--- src/rtl/spi_pkg.sv ---
// Shared definitions for the SPI burst master: FSM states, mode bit
// positions within the 2-bit {CPOL,CPHA} field, and default sizes.
package spi_pkg;

    typedef enum logic [2:0] {
        IDLE  = 3'd0,
        LOAD  = 3'd1,
        SHIFT = 3'd2,
        HOLD  = 3'd3,
        GAP   = 3'd4
    } state_t;

    // Bit positions inside the mode field.
    localparam int MODE_CPOL = 1;
    localparam int MODE_CPHA = 0;

    localparam int DEFAULT_DATA_W  = 8;
    localparam int DEFAULT_CLK_DIV = 2;
    localparam int DEFAULT_LEN_W   = 4;

    // Width of a counter that must hold the values 0..n-1 (at least one bit).
    function automatic int cnt_w(input int n);
        return (n > 2) ? $clog2(n) : 1;
    endfunction

endpackage

--- src/rtl/spi_clk_gen.sv ---
// SCLK generator: divides the system clock by CLK_DIV per half-period while
// enabled and flags the leading/trailing SCLK edges one cycle ahead, so the
// shifter acts on the same system clock edge that moves SCLK.
module spi_clk_gen
    import spi_pkg::*;
#(
    parameter int CLK_DIV = DEFAULT_CLK_DIV
) (
    input  logic clock,
    input  logic reset,
    input  logic en,
    input  logic cpol,
    output logic sclk,
    output logic lead,
    output logic trail
);

    localparam int CW = cnt_w(CLK_DIV);

    logic [CW-1:0] div_cnt;
    logic          phase;   // 0: SCLK at idle level, 1: SCLK at active level
    logic          tick;

    assign tick = en && (div_cnt == CW'(CLK_DIV - 1));

    // Half-period divider and SCLK phase; parked at the idle level when disabled.
    // NOTE: clocked state uses non-blocking assignments so every flop samples pre-edge values.
    always_ff @(posedge clock) begin
        if (reset || !en) begin
            div_cnt <= '0;
            phase   <= 1'b0;
        end else if (tick) begin
            div_cnt <= '0;
            phase   <= ~phase;
        end else begin
            div_cnt <= div_cnt + CW'(1);
        end
    end

    // SCLK follows the latched polarity immediately, so a new CPOL shows in LOAD.
    assign sclk  = cpol ^ phase;
    assign lead  = tick && !phase;
    assign trail = tick && phase;

endmodule

--- src/rtl/spi_burst_master.sv ---
// SPI master that moves a burst of i_len words under one chip-select frame.
// Words are taken from a valid/ready stream, shifted MSB first in any of the
// four SPI modes, and each received word is returned with a one-cycle strobe.
module spi_burst_master
    import spi_pkg::*;
#(
    parameter int DATA_W  = DEFAULT_DATA_W,
    parameter int CLK_DIV = DEFAULT_CLK_DIV,
    parameter int LEN_W   = DEFAULT_LEN_W
) (
    input  logic              clock,
    input  logic              reset,
    input  logic              i_start,
    input  logic [LEN_W-1:0]  i_len,
    input  logic [1:0]        i_mode,
    output logic              o_busy,
    output logic              o_done,
    input  logic [DATA_W-1:0] i_tx_data,
    input  logic              i_tx_valid,
    output logic              o_tx_ready,
    output logic [DATA_W-1:0] o_rx_data,
    output logic              o_rx_valid,
    output logic              o_sclk,
    output logic              o_copi,
    input  logic              i_cipo,
    output logic              o_csn
);

    localparam int BW = cnt_w(DATA_W);
    localparam int CW = cnt_w(CLK_DIV);

    state_t            state, state_nxt;
    logic [1:0]        mode;
    logic [LEN_W-1:0]  remaining;
    logic [DATA_W-1:0] tx_sr;
    logic [DATA_W-1:0] rx_sr;
    logic [BW-1:0]     bit_cnt;     // trailing edges seen in the current word
    logic [CW-1:0]     wait_cnt;    // HOLD / GAP dwell timer

    logic cpol, cpha;
    logic lead, trail;
    logic start_ok, handshake, word_done, wait_last;
    logic shift_tx, sample_rx;

    assign cpol = mode[MODE_CPOL];
    assign cpha = mode[MODE_CPHA];

    assign start_ok  = (state == IDLE) && i_start && (i_len != '0);
    assign handshake = (state == LOAD) && i_tx_valid;
    assign word_done = trail && (bit_cnt == BW'(DATA_W - 1));
    assign wait_last = (wait_cnt == CW'(CLK_DIV - 1));

    // CPHA=0 launches on trailing edges (the MSB is already out from LOAD) and
    // must not shift after the last bit; CPHA=1 launches on leading edges, but
    // the first leading edge would discard the MSB presented at LOAD.
    assign shift_tx  = cpha ? (lead && (bit_cnt != '0))
                            : (trail && (bit_cnt != BW'(DATA_W - 1)));
    assign sample_rx = cpha ? trail : lead;

    assign o_copi = tx_sr[DATA_W-1];

    spi_clk_gen #(
        .CLK_DIV (CLK_DIV)
    ) u_clk_gen (
        .clock (clock),
        .reset (reset),
        .en    (state == SHIFT),
        .cpol  (cpol),
        .sclk  (o_sclk),
        .lead  (lead),
        .trail (trail)
    );

    // FSM state register.
    always_ff @(posedge clock) begin
        if (reset) state <= IDLE;
        else       state <= state_nxt;
    end

    // Next-state logic and state-decoded outputs.
    // NOTE: every output of this block gets a default first, so no path can infer a latch.
    always_comb begin
        state_nxt  = state;
        o_tx_ready = 1'b0;
        o_busy     = 1'b1;
        o_csn      = 1'b0;
        case (state)
            IDLE: begin
                o_busy = 1'b0;
                o_csn  = 1'b1;
                if (start_ok) state_nxt = LOAD;
            end
            LOAD: begin
                o_tx_ready = 1'b1;
                if (i_tx_valid) state_nxt = SHIFT;
            end
            SHIFT: begin
                if (word_done) state_nxt = (remaining == LEN_W'(1)) ? HOLD : LOAD;
            end
            HOLD: begin
                if (wait_last) state_nxt = GAP;
            end
            GAP: begin
                o_csn = 1'b1;
                if (wait_last) state_nxt = IDLE;
            end
            default: state_nxt = IDLE;
        endcase
    end

    // Burst parameters: mode and word count are captured only at an accepted start.
    always_ff @(posedge clock) begin
        if (reset) begin
            mode      <= 2'b00;
            remaining <= '0;
        end else if (start_ok) begin
            mode      <= i_mode;
            remaining <= i_len;
        end else if (word_done) begin
            remaining <= remaining - LEN_W'(1);
        end
    end

    // Transmit shift register: loads on handshake, then shifts MSB first.
    always_ff @(posedge clock) begin
        if (reset)         tx_sr <= '0;
        else if (handshake) tx_sr <= i_tx_data;
        else if (shift_tx)  tx_sr <= {tx_sr[DATA_W-2:0], 1'b0};
    end

    // Receive shift register and per-word bit counter.
    always_ff @(posedge clock) begin
        if (reset) begin
            rx_sr   <= '0;
            bit_cnt <= '0;
        end else if (handshake) begin
            rx_sr   <= '0;
            bit_cnt <= '0;
        end else begin
            if (sample_rx) rx_sr <= {rx_sr[DATA_W-2:0], i_cipo};
            if (trail)     bit_cnt <= word_done ? '0 : bit_cnt + BW'(1);
        end
    end

    // Received word output; for CPHA=1 the last bit arrives on the final edge itself.
    always_ff @(posedge clock) begin
        if (reset) begin
            o_rx_data  <= '0;
            o_rx_valid <= 1'b0;
        end else begin
            o_rx_valid <= word_done;
            if (word_done) o_rx_data <= cpha ? {rx_sr[DATA_W-2:0], i_cipo} : rx_sr;
        end
    end

    // Dwell timer for HOLD and GAP, plus the end-of-burst pulse.
    always_ff @(posedge clock) begin
        if (reset) begin
            wait_cnt <= '0;
            o_done   <= 1'b0;
        end else begin
            o_done <= (state == GAP) && wait_last;
            if ((state == HOLD || state == GAP) && !wait_last) wait_cnt <= wait_cnt + CW'(1);
            else                                               wait_cnt <= '0;
        end
    end

endmodule

--- config.mk ---
export PLATFORM = sky130hd
export DESIGN_NAME = spi_burst_master
export DESIGN_NICKNAME = d
export VERILOG_FILES = /design/src/rtl/spi_pkg.sv /design/src/rtl/spi_clk_gen.sv /design/src/rtl/spi_burst_master.sv
export SDC_FILE = /design/constraint.sdc
export NUM_CORES = 1
export LEC_CHECK = 0
export CAP_MARGIN = 20
export CORE_MARGIN = 5
export CORE_UTILIZATION = 57
export DETAILED_ROUTE_END_ITERATION = 10
export HOLD_SLACK_MARGIN = 0.1
export PLACE_DENSITY = 0.95
export SYNTH_ARGS = -nofsm -noshare
export SYNTH_HDL_FRONTEND = slang
export SYNTH_SLANG_ARGS = --single-unit
--- constraint.sdc ---
create_clock -name clock -period 2.7 [get_ports clock]
set_input_delay 0.27 -clock clock [delete_from_list [all_inputs] [get_ports clock]]
set_output_delay 0.27 -clock clock [all_outputs]
set_load 0.01 [all_outputs]
==> out/qor.txt <==
core area: 3580 sq um
largest net degree at the start of global routing: 27
Yosys reg bits: 41
Syn Inst Count: 222
Avg Cell Area, Syn: 9.33 sq um
CTS tree: built
Clk Latency, worst-skew pair: 0.34 ns
share of the synthesized area in the top cell type: 0.396
initial DRC count: 91
pre-CTS WS: 0.619 ns
most numerous cell in the Yosys netlist: dfxtp_1
Max Fanout on Critical Path: 16
slew margin rel.: 0.547
mapped cell area: 2070 sq um
Synth async-reset ratio: 0
hold buffers post-CTS: 0
H-tree Lvls: 2
synth top area cells: dfxtp_1 40%, mux2i_1 12%, nor2_1 5.6%
Post-CTS Setup Inserts: 0
GRT Residual Overflow: 0
Ys Warns: 0
die height: 70.3 microns
Period minus WS final: 2.24 ns
register area share after synthesis: 0.396
Pins Over Slew Limit: 0
status: complete, no violations
Crit path arrival time: 1.97 ns
clk slew on worst S/H paths: 0.11 ns
Post-synth EDFFs: 0
Cell Pwr Density: 479 nW/um^2
Synth Flop Type: dfxtp_1
via count: 1,648
post-route ant nets: 0
Max IR drop VDD: 279 uV
Via density: 5.49
fillcell total: 269
crit start category: flop
row count: 22
nets: 276
dpl hpwl: 2980 microns
post-synth cell types: 46
setup repair after global routing missed its margin: no
GP Congestion: 0.786
vias in the first global route: 1,555
min-delay worst type: in -> reg
Root Driver: clkbuf_4
Resize count post-CTS: 0
Port Buffers: 33
max-capacitance violation count: 0
area of the multi-input gates: 1160 sq um
Storage cell area: 821 sq um
Fin Hold WS: 0.473 ns
crit share post-route: 0.831
fraction of layout cells with a size suffix above 1: 0.115
Area growth syn-to-layout: 20.2%
routed wire length: 4080 microns
R2R setup slack: 0.59 ns
synth cell count leaders: 41 x dfxtp_1, 31 x nor2_1, 24 x mux2i_1
kind of end point of the critical path: primary output
Setup CP Type: reg -> out
Final TNS setup: 0 ns
total power: 1.19 mW
global-route wire length before repair: 7040 microns
drt drc: 0
fin util: 0.696
TritonRoute pass-1 iters: 4
Final Hold Viols: 0
final number of setup-violating endpoints: 0
DR WL/cell: 13.6 microns
IO Pins: 34
Max Buffers Root-to-Sink: 2
clock sinks: 41
chip width: 70.3 microns
ant diodes: 0
die area: 4940 sq um
initial antenna violation count: 0
clock skew: 0.00331 ns
setup ws final: 0.458 ns
leak pwr: 0.941 nW
worst slew pin tran: 0.677 ns
Data required, critical path: 2.43 ns
CTS Buf Count: 5
Total GRT Usage: 0.174
Max Clk Rate: 446 MHz
Synthesized Nets: 246
Initial Util: 0.579
cell taking the most area after synthesis: dfxtp_1
metrics by stage:
step	instance area (sq um)	cells
6_report	2490	300
5_1_grt	2490	300
4_1_cts	2490	300
3_5_place_dp	2420	293
3_3_place_gp	2420	293
2_1_floorplan	2070	222
cell families after synthesis:
kind of cell	synth area share
DFF	0.396
adders and majority gates	0.0302
buffers and inverters	0.0465
and+or+nand+nor	0.250
xor gates and xnor gates	0.0127
AOI/OAI and AO/OA	0.111
muxes	0.154
routing by layer:
| metal | GRT usage | part of all wire | up-vias |
|---|---|---|---|
| met3 | 0.0504 | 0.031 | 8 |
| met4 | 0.0638 | 0.019 | 0 |
| li1 | - | - | 846 |
| met5 | 0 | 0 | - |
| met2 | 0.297 | 0.51 | 19 |
| met1 | 0.205 | 0.44 | 775 |
cell usage in the layout, fill, tap and decap left out, drive strengths merged, types with 2 or more instances in the layout:
cell type / synthesis / routed
nand2b: 3 / 3
dfxtp: 41 / 41
mux2: 7 / 7
nand4b: 2 / 2
inv: 6 / 6
buf: 9 / 3
ha: 5 / 5
xnor2: 2 / 2
a211oi: 10 / 10
clkdlybuf4s50: 0 / 33
nand3: 9 / 9
mux2i: 24 / 24
or3: 2 / 2
clkbuf: 4 / 5
nand3b: 2 / 2
nand2: 13 / 13
nor3: 4 / 4
a21oi: 13 / 13
or4: 3 / 3
nor2: 31 / 31
a31oi: 3 / 3
nor2b: 12 / 12
area by class of cell:
cell class	instances	share of cell area
multi-input cells	162	0.466
flip-flops and latches	41	0.330
repair buffers	36	0.142
well taps	48	0.0241
clock buffers	5	0.0151
clock inverters	2	0.0141
inverters	6	0.00905
sequential cells by signal, summed over array words and instances (netlist names), 2 cells and up:
signal     count
mode           2
rx_sr          8
remaining      4
bit_cnt        3
tx_sr          8
o_rx_data      8
state          3
worst paths after layout:
| kind | start | to | depth (start not counted) |
|---|---|---|---|
| setup / recovery | state[0] | o_tx_ready | 3 |
| hold reg to reg | mode[1] | mode[1] | 2 |
| hold / removal | i_mode[0] | mode[0] | 3 |
| setup reg to reg | state[0] | tx_sr[5] | 4 |
report_power, final:
part	switching [mW]	total (mW)	internal, mW
combinational	0.0744	0.169	0.0944
clock	0.185	0.373	0.189
sequential	0.0316	0.651	0.620
critical path, cell delays in order (launching register included):
cell             delay, ns
dfxtp_1               0.68
nor2b_1               0.27
nor2b_1               0.15
clkdlybuf4s50_1       0.54
Power figures use the tool's default switching activity.
